`config.mk`:
```
export PLATFORM = sky130hd
export DESIGN_NAME = sonic_tx_arbiter
export DESIGN_NICKNAME = d
export VERILOG_FILES = /design/src/rtl/sonic_tx_arbiter_pkg.sv /design/src/rtl/sonic_rr_picker.sv /design/src/rtl/sonic_tx_arbiter.sv
export SDC_FILE = /design/constraint.sdc
export NUM_CORES = 1
export LEC_CHECK = 0
export ABC_AREA = 1
export BUFFER_PORTS_ARGS = -buffer_cell sky130_fd_sc_hd__buf_2
export CORE_AREA = 2 2 410 412
export CTS_BUF_LIST = sky130_fd_sc_hd__clkbuf_4 sky130_fd_sc_hd__clkbuf_8
export DETAILED_ROUTE_END_ITERATION = 10
export DIE_AREA = 0 0 412 414
export RECOVER_POWER = 50
export SYNTH_ARGS = -nofsm -noshare
export SYNTH_HDL_FRONTEND = slang
export SYNTH_SLANG_ARGS = --single-unit
export TNS_END_PERCENT = 20
```
`constraint.sdc`:
```
create_clock -name clk_in -period 1.7 [get_ports clk_in]
set_clock_uncertainty 0.05 [all_clocks]
set_input_delay 0 -clock clk_in [delete_from_list [all_inputs] [get_ports clk_in]]
set_output_delay 0 -clock clk_in [all_outputs]
set_load 0.01 [all_outputs]
```
`src/rtl/sonic_tx_arbiter_pkg.sv`:
```
// sonic_tx_arbiter_pkg: shared constants and types for the PCIe TX arbiter
package sonic_tx_arbiter_pkg;
  localparam int TX_DESC_W = 128;
  localparam int REQ_DMA_RD = 0;
  localparam int REQ_DMA_WR = 1;
  localparam int REQ_RC_SLAVE = 2;
  typedef enum logic [1:0] {IDLE, GRANT, BUSY, RELEASE} tx_arb_state_t;
endpackage

```
`src/rtl/sonic_rr_picker.sv`:
```
// sonic_rr_picker: combinational round-robin pick of the first set request at or after ptr
//   req   - request vector
//   ptr   - round-robin start index
//   grant - one-hot of the chosen request
//   idx   - index of the chosen request
//   valid - some request is set
module sonic_rr_picker #(
  parameter int N = 3,
  parameter int IW = 2
) (
  input  logic [N-1:0]  req,
  input  logic [IW-1:0] ptr,
  output logic [N-1:0]  grant,
  output logic [IW-1:0] idx,
  output logic          valid
);
  // First pass covers ptr..N-1, second pass wraps to 0..ptr-1.
  always_comb begin
    idx = '0;
    valid = 1'b0;
    for (int i = 0; i < N; i++)
      if (!valid && req[i] && IW'(i) >= ptr) begin
        valid = 1'b1;
        idx = IW'(i);
      end
    for (int i = 0; i < N; i++)
      if (!valid && req[i]) begin
        valid = 1'b1;
        idx = IW'(i);
      end
    grant = valid ? N'(1) << idx : '0;
  end
endmodule

```
`src/rtl/sonic_tx_arbiter.sv`:
```
// sonic_tx_arbiter: packet-granular round-robin share of the PCIe core TX port
//   clk_in, rstn                  - clock, async active-low reset
//   req_tx_ready/busy             - per-requester packet pending / transmitting
//   req_tx_req/desc/data/dfr/dv   - per-requester TX signals, packed by index
//   req_tx_sel                    - registered one-hot grant
//   req_tx_ack/ws                 - core ack/ws routed to the granted requester
//   tx_req/desc/data/dfr/dv       - steered TX signals to the core
//   tx_ack/ws                     - from the core
//   arb_timeout                   - pulse when a stalled grant is reclaimed
module sonic_tx_arbiter
  import sonic_tx_arbiter_pkg::*;
#(
  parameter int NUM_REQ = 3,
  parameter int TX_DW = 128,
  parameter int GRANT_TIMEOUT = 15
) (
  input  logic                           clk_in,
  input  logic                           rstn,
  input  logic [NUM_REQ-1:0]             req_tx_ready,
  input  logic [NUM_REQ-1:0]             req_tx_busy,
  input  logic [NUM_REQ-1:0]             req_tx_req,
  input  logic [NUM_REQ*TX_DESC_W-1:0]   req_tx_desc,
  input  logic [NUM_REQ*TX_DW-1:0]       req_tx_data,
  input  logic [NUM_REQ-1:0]             req_tx_dfr,
  input  logic [NUM_REQ-1:0]             req_tx_dv,
  output logic [NUM_REQ-1:0]             req_tx_sel,
  output logic [NUM_REQ-1:0]             req_tx_ack,
  output logic [NUM_REQ-1:0]             req_tx_ws,
  output logic                           tx_req,
  output logic                           tx_dfr,
  output logic                           tx_dv,
  output logic [TX_DESC_W-1:0]           tx_desc,
  output logic [TX_DW-1:0]               tx_data,
  input  logic                           tx_ack,
  input  logic                           tx_ws,
  output logic                           arb_timeout
);
  localparam int IW = NUM_REQ > 1 ? $clog2(NUM_REQ) : 1;
  localparam int CW = $clog2(GRANT_TIMEOUT + 1);
  tx_arb_state_t state, state_nx;
  logic [IW-1:0] rr_ptr, rr_ptr_nx, winner, winner_nx, pick_idx;
  logic [CW-1:0] cnt, cnt_nx;
  logic [NUM_REQ-1:0] sel_nx, pick_oh;
  logic pick_valid, timeout_nx, granted, win_busy;
  sonic_rr_picker #(.N(NUM_REQ), .IW(IW)) u_picker (
    .req(req_tx_ready),
    .ptr(rr_ptr),
    .grant(pick_oh),
    .idx(pick_idx),
    .valid(pick_valid)
  );
  assign win_busy = req_tx_busy[winner];
  always_ff @(posedge clk_in or negedge rstn)
    if (!rstn) begin
      state <= IDLE;
      rr_ptr <= '0;
      winner <= '0;
      cnt <= '0;
      req_tx_sel <= '0;
      arb_timeout <= 1'b0;
    end else begin
      state <= state_nx;
      rr_ptr <= rr_ptr_nx;
      winner <= winner_nx;
      cnt <= cnt_nx;
      req_tx_sel <= sel_nx;
      arb_timeout <= timeout_nx;
    end
  // Grant stays visible through RELEASE; it drops on the way back to IDLE,
  // which forces one idle cycle between packets.
  always_comb begin
    state_nx = state;
    rr_ptr_nx = rr_ptr;
    winner_nx = winner;
    cnt_nx = cnt;
    sel_nx = req_tx_sel;
    timeout_nx = 1'b0;
    case (state)
      IDLE: begin
        sel_nx = pick_oh;
        if (pick_valid) begin
          winner_nx = pick_idx;
          cnt_nx = '0;
          state_nx = GRANT;
        end
      end
      GRANT:
        if (win_busy) state_nx = BUSY;
        else begin
          cnt_nx = cnt + 1'b1;
          if (cnt_nx == CW'(GRANT_TIMEOUT)) begin
            state_nx = RELEASE;
            timeout_nx = 1'b1;
          end
        end
      BUSY: state_nx = win_busy ? BUSY : RELEASE;
      default: begin
        sel_nx = '0;
        rr_ptr_nx = winner == IW'(NUM_REQ - 1) ? '0 : winner + 1'b1;
        state_nx = IDLE;
      end
    endcase
  end
  assign granted = |req_tx_sel;
  assign tx_req = granted & req_tx_req[winner];
  assign tx_dfr = granted & req_tx_dfr[winner];
  assign tx_dv = granted & req_tx_dv[winner];
  assign tx_desc = granted ? req_tx_desc[winner*TX_DESC_W +: TX_DESC_W] : '0;
  assign tx_data = granted ? req_tx_data[winner*TX_DW +: TX_DW] : '0;
  assign req_tx_ack = {NUM_REQ{tx_ack}} & req_tx_sel;
  assign req_tx_ws = {NUM_REQ{tx_ws}} & req_tx_sel;
endmodule
```
# Word-level counts from Yosys, hierarchy flattened
# Cells that the tools add are included.
dict set report totals {
  output_inout_bits 269
  ff_bits 14
}
dict set report classes {
  muxes 35
  bitwise 5
  n_eq_ne 7
  n_lt_le_gt_ge 4
  shifts 3
  reduce_logical 21
  add_sub_neg 2
}
# op n
set op_table {}
lappend op_table {{384-bit by 10-bit indexed part select with 128-bit output} 2}
lappend op_table {{128-bit 2-to-1 mux} 2}
lappend op_table {{2-bit 2-to-1 mux} 8}
lappend op_table {{1-bit 2-to-1 mux} 15}
lappend op_table {{1-bit binary-select mux with 2-bit select} 4}
lappend op_table {{1-bit logical AND} 8}
lappend op_table {{4-bit 2-to-1 mux} 2}
lappend op_table {{4-bit case mux with 2 select lines} 1}
lappend op_table {{3-bit AND} 2}
lappend op_table {{2-bit case mux with 3 select lines} 1}
lappend op_table {{3-bit case mux with 2 select lines} 1}
lappend op_table {{3-bit OR reduction} 2}
lappend op_table {{1-bit zero test} 5}
lappend op_table {{4-bit by 1-bit adder with 4-bit output (second input constant)} 1}
lappend op_table {{2-bit == test (second input constant)} 2}
lappend op_table {{4-bit == test (second input constant)} 1}
lappend op_table {{1-bit by 2-bit greater-or-equal comparator with 1-bit output (first input constant)} 2}
lappend op_table {{2-bit inequality test (second input constant)} 2}
lappend op_table {{2-bit AND reduction} 2}
lappend op_table {{1-bit AND} 3}
lappend op_table {{2-bit by 3-bit less-than comparator with 1-bit output (second input constant)} 1}
lappend op_table {{3-bit 2-to-1 mux} 1}
lappend op_table {{3-bit inequality test (second input constant)} 1}
lappend op_table {{3-bit AND reduction} 1}
lappend op_table {{other kinds (7)} 7}

# Depth between registers and ports, before layout
dict set report logic_depth {
  word_depth 23
  mapped_depth 10
  depth_no_buf 10
}

# Cells and area by module
# A second synthesis with hierarchy kept.
dict set report hier_totals {
  cells_unflattened 1824
  area_unflattened_um2 8015.2
}
# module instances area_each_um2 cells_each
set by_module_without_submodules {}
lappend by_module_without_submodules {sonic_tx_arbiter 1 7905.1 1803}
lappend by_module_without_submodules {sonic_rr_picker 1 110.1 21}

# Least setup slack after synthesis
# No wires, ideal clock.
dict set report synth_timing {
  kind {register to register}
  start {register cnt[0]}
  end {register state[0]}
  stages_incl_launch_ff 9
  t_required_ns 1.532
  n_path_buf 0
  t_arrival_ns 1.377
  setup_time_ns 0.118
  synth_period_minus_slack_ns 1.545
  path_slack_ns 0.155
  path_cell_list {dfrtp_1 > ha_1 > xor2_1 > nand2_1 > or2_2 > nand2_1 > nand2_1 > nand2_1 > nand2_1}
}
dict set report synth_between {
  elab_chain_len 4
}
# element line
set synth_lines {}
lappend synth_lines {{start: declaration} sonic_tx_arbiter.sv:42} ;# logic [CW-1:0] cnt, cnt_nx;
lappend synth_lines {{start signal: assignment} sonic_tx_arbiter.sv:65} ;# cnt <= cnt_nx;
lappend synth_lines {{4-bit by 1-bit adder with 4-bit output} sonic_tx_arbiter.sv:90} ;# cnt_nx = cnt + 1'b1;
lappend synth_lines {{4-bit == test} sonic_tx_arbiter.sv:91} ;# if (cnt_nx == CW'(GRANT_TIMEOUT)) begin
lappend synth_lines {{3-bit inequality test (no line)} --}
lappend synth_lines {{2-bit AND reduction (no line)} --}
lappend synth_lines {{end signal: assignment} sonic_tx_arbiter.sv:62} ;# state <= state_nx;
lappend synth_lines {{end: declaration} sonic_tx_arbiter.sv:40} ;# tx_arb_state_t state, state_nx;
# Every way passes these cells.
# A chain may end at the register's enable or synchronous reset.

# Worst setup path after layout
dict set report layout_timing {
  start {register winner[0]}
  end {output tx_data[69]}
}
dict set report layout_between {
  elab_chain_len 2
}
# element line
set layout_lines {}
lappend layout_lines {{start: declaration} sonic_tx_arbiter.sv:41} ;# logic [IW-1:0] rr_ptr, rr_ptr_nx, winner, winner_nx, pick_idx;
lappend layout_lines {{start signal: assignment} sonic_tx_arbiter.sv:64} ;# winner <= winner_nx;
lappend layout_lines {{384-bit by 10-bit indexed part select with 128-bit output} sonic_tx_arbiter.sv:109} ;# assign tx_data = granted ? req_tx_data[winner*TX_DW +: TX_DW] : '0;
lappend layout_lines {{128-bit 2-to-1 mux} sonic_tx_arbiter.sv:109}
lappend layout_lines {{end: declaration} sonic_tx_arbiter.sv:33} ;# output logic [TX_DW-1:0] tx_data,
# Every way passes these cells.

==> out/metrics.yaml <==
synthesis:
  synthFlopType: "dfrtp_1"
  yosys_register_bits: 14
  synth.lib_cells_used.distinct: 22
  synthesis.nets: 2340
  post_synth.cell_area_avg_um2: 4.69
  number_of_enable_type_register_cells_in_the_synthesized_netlist: 0
  syn_inst: 1548
  area_of_the_mapped_netlist_um2: 7270
  seq_area_frac_synth_pct: 4.82
  async_flop_share_pct: 100
  synth_warnings: 0
sta:
  final_setup_violation_count: 265
  final_period_minus_worst_setup_slack_ns: 2.07
  rsz0062_at_grt: "true"
  tightestPinTransition_ns: 0.831
  max_clock_freq_mhz: 483
  slew-limit-headroom_pct: 44.6
  final_min_period_over_clock_period_pct: 122
  report.final.hold_viol_count: 0
  final.setup.worst_slack_ns: -0.370
  slew_viol_final: 0
drt:
  initialDrtViolationCount: 1370
  post_drt_wl_per_cell_um: 26.8
  total_wire_length_um: 132000
  drtAntennaViolNets: 0
  drt_first_pass_iters: 5
  post_route_drc: 0
  via_count: 15800
  viasPerCell: 3.21
worst_setup_path:
  crit_fanout: 28
  timing.critical_path.from_type: "flop"
  cp_max_stage_cell: "dfrtp_2"
  timing_worst_setup_path_type: "flop to output port"
  slowest_delay_ns: 0.44
  critical-path-top-delay-family: "buffers and inverters"
  path_buf_inv: 6
  cp_data_arrival_time_ns: 2.02
  list_of_cells_traversed_by_the_critical_path: "buf_6 > nor2_4 > buf_12 > buf_16 > buf_6 > nand2_2 > nand2_2 > nand2_1 > inv_1 > buf_2"
  critPathCaptureType: "output port"
  worst_path_required_time_ns: 1.65
clock_tree:
  cts.sinks: 14
  cts-htree-levels: 1
  cts_tree: "yes"
  clockBufferDepth: 2
  cts-root-buf: "clkbuf_8"
  number_of_buffers_added_by_the_clock_tree_synthesis_step: 3
  path_clk_slew_ns: 0.06
  clkLatencyLatePin_ns: 0.25
place:
  dp_hpwl_um: 118000
  gp_congestion: 1.05
  dpl-instance-area_um2: 16900
  number_of_buffers_inserted_by_port_buffering: 1055
global_route:
  grt_overflow: 0
  grt_first_pass_wirelength_um: 158000
  grt_max_degree: 49
  global_route.usage.total_pct: 14.4
  vias_in_the_first_global_route: 14400
  grt_antenna_before_repair: 125
cells_and_area:
  fin_nets: 3471
  area_growth_syn_to_layout_pct: 157
  final_layout_size_suffix_gt1_share_pct: 52.7
  mostFrequentLayoutCell: "buf_2"
  mostFrequentLayoutCells: "buf_2, nand2_1, inv_1"
  filler_cell_count: 19900
  finalInstanceArea_um2: 18700
floorplan:
  start_util_pct: 4.37
  die_height_um: 414
  fp-row-count: 150
  core-area_um2: 166000
  die_width_um: 412
  num_io_pins: 1056
  die_area_um2: 171000
outcome:
  outcome: "complete, but fails checks"
  failed_checks: "negative setup slack"
hold_path:
  timing.hold.worst.class: "input port to flop"
pwr:
  p_leak_uw: 0.0111
  power.density_nw_per_um2: 1860
  max-vdd-ir-drop_mv: 0.747
  power.total_uw: 34600
job:
  drv.max_cap_violation_count: 0
==> what timing repair did <==
action,in CTS,in global routing
endpoints found under the setup margin,263,266
setup buffers,9,9
gates resized for setup,129,242
hold buffers,1,0
hold endpoints to repair,14,0
pin swaps,2,17
gates cloned,6,9
==> cells by family (layout without fill, tap and decap cells) <==
group           count (synthesis)  in the layout  synth area share, %
simple gates                  880            880                 46.4
buf+inv                       395           1524                 22.0
compound gates                252            252                 25.7
flops                          14             14                 4.82
fa+ha+maj                       5              5                0.861
xor+xnor                        2              2                0.241
other cells                     0             33                    0
==> flip-flops by register name (all words and copies together), names as in the netlist <==
register,cells
arb_timeout,1
cnt,4
req_tx_sel,3
rr_ptr,2
state,2
winner,2
==> Yosys cell counts (2+ instances only) <==
cell type / number / area [um^2]
a21oi_1: 2 / 10.0
a22oi_1: 242 / 1820
buf_2: 89 / 445
clkbuf_1: 24 / 90.1
dfrtp_1: 14 / 350
ha_1: 5 / 62.6
inv_1: 280 / 1050
nand2_1: 835 / 3130
nand3_1: 27 / 135
nand4_1: 4 / 25.0
nor2_1: 8 / 30.0
nor2_2: 2 / 12.5
o21ai_0: 6 / 30.0
xor2_1: 2 / 17.5
==> worst reg2reg max path: cells and delay by family (launching register included) <==
kind | cells | cell delay [ns]
buffers and inverters | 3 | 0.45
and+or+nand+nor | 6 | 0.60
AOI/OAI and AO/OA | 1 | 0.25
DFF | 1 | 0.45
==> final cells by class <==
type                    instances  area, um^2  area share [%]
flip-flops and latches         14         353            1.89
inverters                     281        1060            5.69
well taps                    2204        2760            14.8
clock buffers                   3        41.3           0.221
multi-input cells            1139        5740            30.8
diodes                         33        82.6           0.442
repair buffers               1240        8630            46.2
==> metal layers <==
metal / vias up / global-route usage (%) / wire length [um]
met3: 274 / 5.18 / 14100
li1: 7106 / - / -
met1: 7306 / 17.1 / 50300
met5: - / 0 / 556
met2: 1021 / 24.7 / 62900
met4: 82 / 2.64 / 3690
==> through the flow <==
step	utilization [%]	setup TNS, ns	hold WS, ns	setup WS (ns)	std cells
6_report	11.2	-67.38	0.172	-0.370	4914
5_1_grt	11.2	-87.55	0.205	-0.448	4896
4_1_cts	10.6	-75.62	0.162	-0.409	4864
3_5_place_dp	10.2	-10.92	-0.123	-0.348	4845
3_3_place_gp	10.2	-8.63	-0.131	-0.342	4845
2_1_floorplan	-	0	-0.346	0.155	1548
==> worst paths after layout <==
path,startpoint,end,slack (ns),cells after the start
max in group asynchronous,rstn,winner[0]$_DFFE_PN0P_,0.67,2
max,winner[0]$_DFFE_PN0P_,tx_data[69],-0.37,10
min,req_tx_busy[0],arb_timeout$_DFF_PN0_,0.17,5
min in group asynchronous,rstn,arb_timeout$_DFF_PN0_,0.36,2
min reg2reg,cnt[3]$_DFFE_PN0P_,cnt[3]$_DFFE_PN0P_,0.44,2
max reg2reg,winner[1]$_DFFE_PN0P_,cnt[1]$_DFFE_PN0P_,-0.20,10
==> power breakdown <==
group | leakage (uW) | internal, uW | switching [uW]
Sequential | 0.000182 | 452 | 96.8
Clock | 0.0000218 | 157 | 123
Combinational | 0.0109 | 13300 | 20500
Note: power is estimated with default switching activity, not from simulation.
